File: config.mk
export PLATFORM = sky130hd
export DESIGN_NAME = rand_target_picker
export DESIGN_NICKNAME = d
export VERILOG_FILES = /design/src/rtl/rand_target_picker.sv
export SDC_FILE = /design/constraint.sdc
export NUM_CORES = 1
export LEC_CHECK = 0
export CAP_MARGIN = 25
export CELL_PAD_IN_SITES_DETAIL_PLACEMENT = 1
export CELL_PAD_IN_SITES_GLOBAL_PLACEMENT = 2
export CORE_MARGIN = 5
export CORE_UTILIZATION = 35
export DETAILED_ROUTE_END_ITERATION = 12
export GPL_TIMING_DRIVEN = 0
export PLACE_DENSITY = 0.8
export SYNTH_ARGS = -nofsm -noshare
export SYNTH_HDL_FRONTEND = slang
export SYNTH_SLANG_ARGS = --single-unit
File: constraint.sdc
create_clock -name clk -period 4.7 [get_ports clk]
set_input_delay 0.94 -clock clk [delete_from_list [all_inputs] [get_ports clk]]
set_output_delay 0.94 -clock clk [all_outputs]
set_load 0.01 [all_outputs]
File: src/rtl/rand_target_picker.sv
// rand_target_picker: turns the free-running LFSR byte into a bounded target
// index 0..NUM_TARGETS-1. The byte is reduced by repeated subtraction, one
// subtraction per clock. When enabled, the stage avoids giving the same target
// twice in a row: it resamples a limited number of times and then falls back to
// the next index.
module rand_target_picker #(
  parameter int NUM_TARGETS = 9,
  parameter int TW          = 4,
  parameter int NO_REPEAT   = 1,
  parameter int MAX_RETRY   = 3
) (
  input  logic          clk,
  input  logic          rst,
  input  logic [7:0]    rand_in,
  input  logic          req,
  output logic          busy,
  output logic          valid,
  output logic [TW-1:0] target
);

  localparam logic [7:0] NT   = 8'(NUM_TARGETS);
  localparam int         RW   = $clog2(MAX_RETRY + 2);
  localparam logic [RW-1:0] RMAX = RW'(MAX_RETRY);

  typedef enum logic [1:0] {IDLE, REDUCE, CHECK} state_t;

  state_t        state, state_n;
  logic [7:0]    work, work_n;
  logic [RW-1:0] retries, retries_n;
  logic [TW-1:0] prev, prev_n, target_n;
  logic          have_prev, have_prev_n;
  logic          busy_n, valid_n;
  logic          rep;
  logic [7:0]    result;

  // State and datapath registers; reset aborts any request in flight.
  always_ff @(posedge clk or posedge rst) begin
    if (rst) begin
      state     <= IDLE;
      work      <= '0;
      retries   <= '0;
      prev      <= '0;
      have_prev <= 1'b0;
      target    <= '0;
      busy      <= 1'b0;
      valid     <= 1'b0;
    end else begin
      state     <= state_n;
      work      <= work_n;
      retries   <= retries_n;
      prev      <= prev_n;
      have_prev <= have_prev_n;
      target    <= target_n;
      busy      <= busy_n;
      valid     <= valid_n;
    end
  end

  // Next state: accept, reduce one step per cycle, then check for a repeat.
  always_comb begin
    state_n     = state;
    work_n      = work;
    retries_n   = retries;
    prev_n      = prev;
    have_prev_n = have_prev;
    target_n    = target;
    busy_n      = busy;
    valid_n     = 1'b0;
    rep         = (NO_REPEAT != 0) && have_prev && (work == 8'(prev));
    result      = work;

    case (state)
      IDLE: begin
        if (req) begin
          work_n    = rand_in;
          retries_n = '0;
          busy_n    = 1'b1;
          state_n   = REDUCE;
        end
      end
      REDUCE: begin
        // work >= NT before the subtract, so this cannot underflow
        if (work >= NT) work_n = work - NT;
        else            state_n = CHECK;
      end
      CHECK: begin
        if (rep && (retries < RMAX)) begin
          retries_n = retries + 1'b1;
          work_n    = rand_in;
          state_n   = REDUCE;
        end else begin
          // Retries are used up: step to the neighbouring index, wrapping at the top
          if (rep) result = (work == NT - 8'd1) ? 8'd0 : work + 8'd1;
          target_n    = TW'(result);
          prev_n      = TW'(result);
          have_prev_n = 1'b1;
          valid_n     = 1'b1;
          busy_n      = 1'b0;
          state_n     = IDLE;
        end
      end
      default: state_n = IDLE;
    endcase
  end

endmodule
# == Word-level counts from Yosys, hierarchy flattened ==
# Cells that the tools add are included.
# word_totals
regBits,20
in_bits,11
output_inout_bits,6
wordCells,50
# op_classes
add_sub_neg,3
order_cmp,2
eq_ne,9
mux,18
bitwise_logic,1
n_reduce_logical,10
# ops
cell,count
two-way mux 8 bit,3
case mux 8 bit (3 select lines),1
inequality test 2 bit (second input constant),5
equality test 8 x 4 -> 1 bit,1
equality test 8 x 4 -> 1 bit (second input constant),1
greater-or-equal comparator 8 x 4 -> 1 bit (second input constant),1
two-way mux 4 bit,2
subtractor 8 x 4 -> 8 bit (second input constant),1
two-way mux 3 bit,2
case mux 2 bit (3 select lines),1
case mux 3 bit (2 select lines),1
AND reduction 3 bit,2
two-way mux 1 bit,5
adder 4 x 1 -> 4 bit (second input constant),1
two-way mux 2 bit,2
AND reduction 2 bit,2
AND reduction 4 bit,1
adder 3 x 1 -> 3 bit (second input constant),1
< comparator 3 x 2 -> 1 bit (second input constant),1
nonzero test 3 bit,1
equality test 2 x 1 -> 1 bit (second input constant),1
equality test 2 bit (second input constant),1
logical AND 1 bit,2
logical NOT 2 bit,1
other kinds (3),3

# == Depth between registers and ports, before layout ==
# depth
word_depth,5
ltp_mapped,9
mapped_depth_nobuf,7

# == Least setup slack after synthesis ==
# Ideal clock, no wire load.
# synth_timing
path_kind,register -> register
start,register work[0]
end,register work[2]
setup_ps,121
arrival_time_ps,2048
t_required_ps,4579
path_slack_ps,2531
path_stages_with_launch,10
n_path_buf,2
period_less_slack_ps,2169
cell_sequence,dfrtp_1 > buf_2 > inv_1 > ha_1 > or3b_2 > a21oi_2 > o22ai_2 > and2_1 > buf_6 > a22o_1
# synth_via
elab_chain_cells,5
elab_cells_between_ends,10
classes_between,1 x add/sub; 1 x order compare; 3 x eq/ne; 2 x mux; 3 x reduce/logical
# synth_lines
element,line,rtl
"start, declared",28,"logic [7:0] work, work_n;"
"start signal, assigned",49,work <= work_n;
"parallel branches: the longest is 5 deep, another holds subtractor 8 x 4 -> 8 bit",--,
# Several ways; the timed one is not identified. The select of a mux whose other input is x is not followed.
# A chain may end at the register's enable or synchronous reset.

# == Final worst setup path ==
# layout_timing
start,register work[0]
end,register work[0]
# Same word-level chain as after synthesis.

==> flow_metrics.env <==
export IMPL_post_synth_inst_count=133
export IMPL_end_of_the_worst_register_to_register_path="work[0]$_DFFE_PP0P_"
export IMPL_holdPathEnd="have_prev$_DFFE_PP0P_"
export IMPL_first_global_vias=1172
export IMPL_drc=0
export IMPL_critical_path_peak_fanout=9
export IMPL_tritoncts_clock_tree="built"
export IMPL_synthesized_area_per_cell_um2=9.26
export IMPL_finalSetupViolations=0
export IMPL_hp_start="have_prev$_DFFE_PP0P_"
export IMPL_globalRoute_totalOverflow=0
export IMPL_worst_path_largest_cell_delay_ps=470
export IMPL_drt_vias_per_instance=5.36
export IMPL_r2r_slack_ps=2240
export IMPL_seqPwrFrac_pct=33.7
export IMPL_design_power_total_mw=0.860
export IMPL_worst_setup_hold_path_clk_slew_ps=120
export IMPL_max_freq_mhz=406
export IMPL_final_max_slew_violation_count=0
export IMPL_syn_area_um2=1230
export IMPL_synth_edf_count=0
export IMPL_p_leak_nw=0.632
export IMPL_die_w_um=69.3
export IMPL_fillers=430
export IMPL_cp_startpoint="work[0]$_DFFE_PP0P_"
export IMPL_worstPathArrival_ps=2670
export IMPL_timing_reg2reg_worst_path_depth=9
export IMPL_gp_routability_congestion=0.761
export IMPL_total_switching_power_mw=0.390
export IMPL_antenna_found_initial=0
export IMPL_place_detailed_instances=195
export IMPL_timing_hold_violations_final=0
export IMPL_worstSetupPathType="reg -> reg"
export IMPL_pin_count_of_the_biggest_net_entering_global_routing=21
export IMPL_setup_ws_ps=2240
export IMPL_numClockSinks=20
export IMPL_fin_nets=170
export IMPL_cp_data_required_time_ps=4910
export IMPL_mappedNetlistNets=149
export IMPL_internal_power_mw=0.470
export IMPL_final_setup_tns_ps=0
export IMPL_crit_reg2reg_launch="work[0]$_DFFE_PP0P_"
export IMPL_floorplan_initialDensity_pct=36.6
export IMPL_ys_flop_type="sky130_fd_sc_hd__dfrtp_1"
export IMPL_timing_hold_worst_path_depth=1
export IMPL_detail_route_wl_per_cell_um=16.2
export IMPL_fp_dieArea_um2=4800
export IMPL_area_added_between_synthesis_and_finish_pct=19.5
export IMPL_place_detailed_hpwl_um=2390
export IMPL_drt_wl_total_um=3200
export IMPL_root_buffer="sky130_fd_sc_hd__clkbuf_4"
export IMPL_ioPinCount=17
export IMPL_route_vias_total=1062
export IMPL_floorplan_rows=21
export IMPL_cts_made_buffers=3
export IMPL_p_sw_share_pct=45.3
export IMPL_clockBufferDepth=2
export IMPL_mostFrequentLayoutCells="20 x sky130_fd_sc_hd__nand2_1, 20 x sky130_fd_sc_hd__dfrtp_1, 16 x sky130_fd_sc_hd__clkdlybuf4s50_1"
export IMPL_worstPathCellList="buf_2, inv_1, ha_1, or3b_2, a21oi_2, o22ai_2, and2_1, buf_6, a22o_1"
export IMPL_finalWorstPathRequiredPeriod_ps=2460
export IMPL_grt_setup_unrepaired="false"
export IMPL_post_cts_resize_count=0
export IMPL_worst_hold_path_type="reg -> reg"
export IMPL_status="complete, no violations"
export IMPL_yosys_cell_types_count=36
export IMPL_yosysWarnings=0
export IMPL_timing_clock_skew_ps=3.56
export IMPL_grt_pass1_wl_um=5660
export IMPL_layout_drive_gt1_share_pct=9.21
export IMPL_seqCellArea_um2=500
export IMPL_yosys_register_bits=20
export IMPL_post_place_ws_ps=2260
export IMPL_final_period_utilization_pct=52.3
export IMPL_postRouteAntennaNets=0
export IMPL_powerDensity_nw_per_um2=585
export IMPL_vdd_drop_max_mv=0.200
export IMPL_max_cap_viol_count=0
export IMPL_slew_headroom_pct=46.3
export IMPL_start_kind="flip-flop"
export IMPL_worst_slew_pin_transition_ps=804
export IMPL_die_h_um=69.3
export IMPL_core_region_area_um2=3360
export IMPL_multi_input_area_um2=668
export IMPL_power_frac_comb_pct=56.3
export IMPL_dr_pass1_iters=4
export IMPL_cts_setup_buffers=0
export IMPL_timing_critical_path_slowest_stage_cell="sky130_fd_sc_hd__or3b_2"
export IMPL_postSynth_asyncResetShare_pct=100
export IMPL_worst_setup_path_end_kind="flip-flop"
export IMPL_seq_area_frac_synth_pct=40.7
export IMPL_insertedDiodeCount=0
export IMPL_global_route_usage_total_pct=14.6
export IMPL_fin_cells=198
export IMPL_cts_hold_fix_buffers=0
export IMPL_worstSkewPairLatency_ps=310
export IMPL_initialDrtViolationCount=58
export IMPL_numPortBuffers=16
export IMPL_share_clk_of_total_power_pct=10.0
export IMPL_htree_num_levels=1
==> worst max-delay path, delay by kind of cell (launching register included) <==
family	cells	cell delay, ps
DFF	1	420
adders and majority gates	1	220
and+or+nand+nor	2	700
AOI/OAI and AO/OA	3	570
buffers and inverters	3	450
==> power groups by stage <==
| stage | registers (mW) | clock network (mW) | logic [mW] |
|---|---|---|---|
| after global placement | 0.292 | 0 | 0.466 |
| after global routing | 0.299 | 0.0957 | 0.551 |
| after floorplan | 0.287 | 0 | 0.345 |
| final | 0.290 | 0.0864 | 0.484 |
| after detailed placement | 0.295 | 0 | 0.484 |
| after CTS | 0.291 | 0.0897 | 0.489 |
==> cells by family after synthesis <==
logic type	synth area share, %
and+or+nand+nor	21.2
AOI/OAI and AO/OA	21.0
DFF	40.7
buffers and inverters	5.08
muxes	4.07
adders and majority gates	5.08
xor gates and xnor gates	2.85
==> registers in the layout (all words and copies together), names as in the netlist <==
name,cells
work,8
prev,4
retries,3
state,2
busy,1
have_prev,1
valid,1
==> worst max path at each step <==
stage                     depth (start not counted)             endpoint  slack [ps]
after floorplan                                   9  work[2]$_DFFE_PP0P_        2530
after global placement                            6  work[3]$_DFFE_PP0P_        2280
after detailed placement                          9  work[0]$_DFFE_PP0P_        2260
after CTS                                         9  work[0]$_DFFE_PP0P_        2240
after global routing                              9  work[2]$_DFFE_PP0P_        2100
final                                             9  work[0]$_DFFE_PP0P_        2240
==> metrics by stage <==
| step | instance area, um2 | hold WS (ps) | utilization (%) |
|---|---|---|---|
| after global placement | 1450 | 452 | 43.1 |
| after global routing | 1470 | 512 | 43.8 |
| after floorplan | 1230 | 435 | - |
| final | 1470 | 494 | 43.8 |
| after detailed placement | 1450 | 469 | 43.1 |
| after CTS | 1470 | 497 | 43.8 |
==> routing by layer <==
metal,global-route usage (%),vias up,routed length (um)
met1,17.8,537,1400
met5,0,-,0
li1,-,504,-
met2,25.0,17,1670
met3,3.33,4,105
met4,5.21,0,31
==> synthesized netlist by cell type (2+ instances only) <==
cell	number	area, um2
sky130_fd_sc_hd__a21o_1	2	15.0
sky130_fd_sc_hd__a21oi_1	6	30.0
sky130_fd_sc_hd__a22o_1	3	26.3
sky130_fd_sc_hd__a31oi_1	7	43.8
sky130_fd_sc_hd__and2_1	2	12.5
sky130_fd_sc_hd__buf_2	2	10.0
sky130_fd_sc_hd__clkbuf_1	3	11.3
sky130_fd_sc_hd__dfrtp_1	20	500
sky130_fd_sc_hd__ha_1	5	62.6
sky130_fd_sc_hd__inv_1	6	22.5
sky130_fd_sc_hd__mux2i_1	5	50.1
sky130_fd_sc_hd__nand2_1	20	75.1
sky130_fd_sc_hd__nand2b_1	6	37.5
sky130_fd_sc_hd__nand3_1	6	30.0
sky130_fd_sc_hd__nor2_1	6	22.5
sky130_fd_sc_hd__nor2b_1	3	18.8
sky130_fd_sc_hd__nor3_1	2	10.0
sky130_fd_sc_hd__o21ai_0	7	35.0
sky130_fd_sc_hd__o22ai_1	2	12.5
sky130_fd_sc_hd__xnor2_1	4	35.0
==> final cells by class <==
class | instances | area share, %
plain buffers | 7 | 2.72
clock buffers | 3 | 1.53
inverters | 6 | 1.53
multi-input cells | 100 | 45.4
flip-flops and latches | 20 | 34.0
well taps | 46 | 3.91
repair buffers | 16 | 10.9
(Power assumes the default switching activity.)
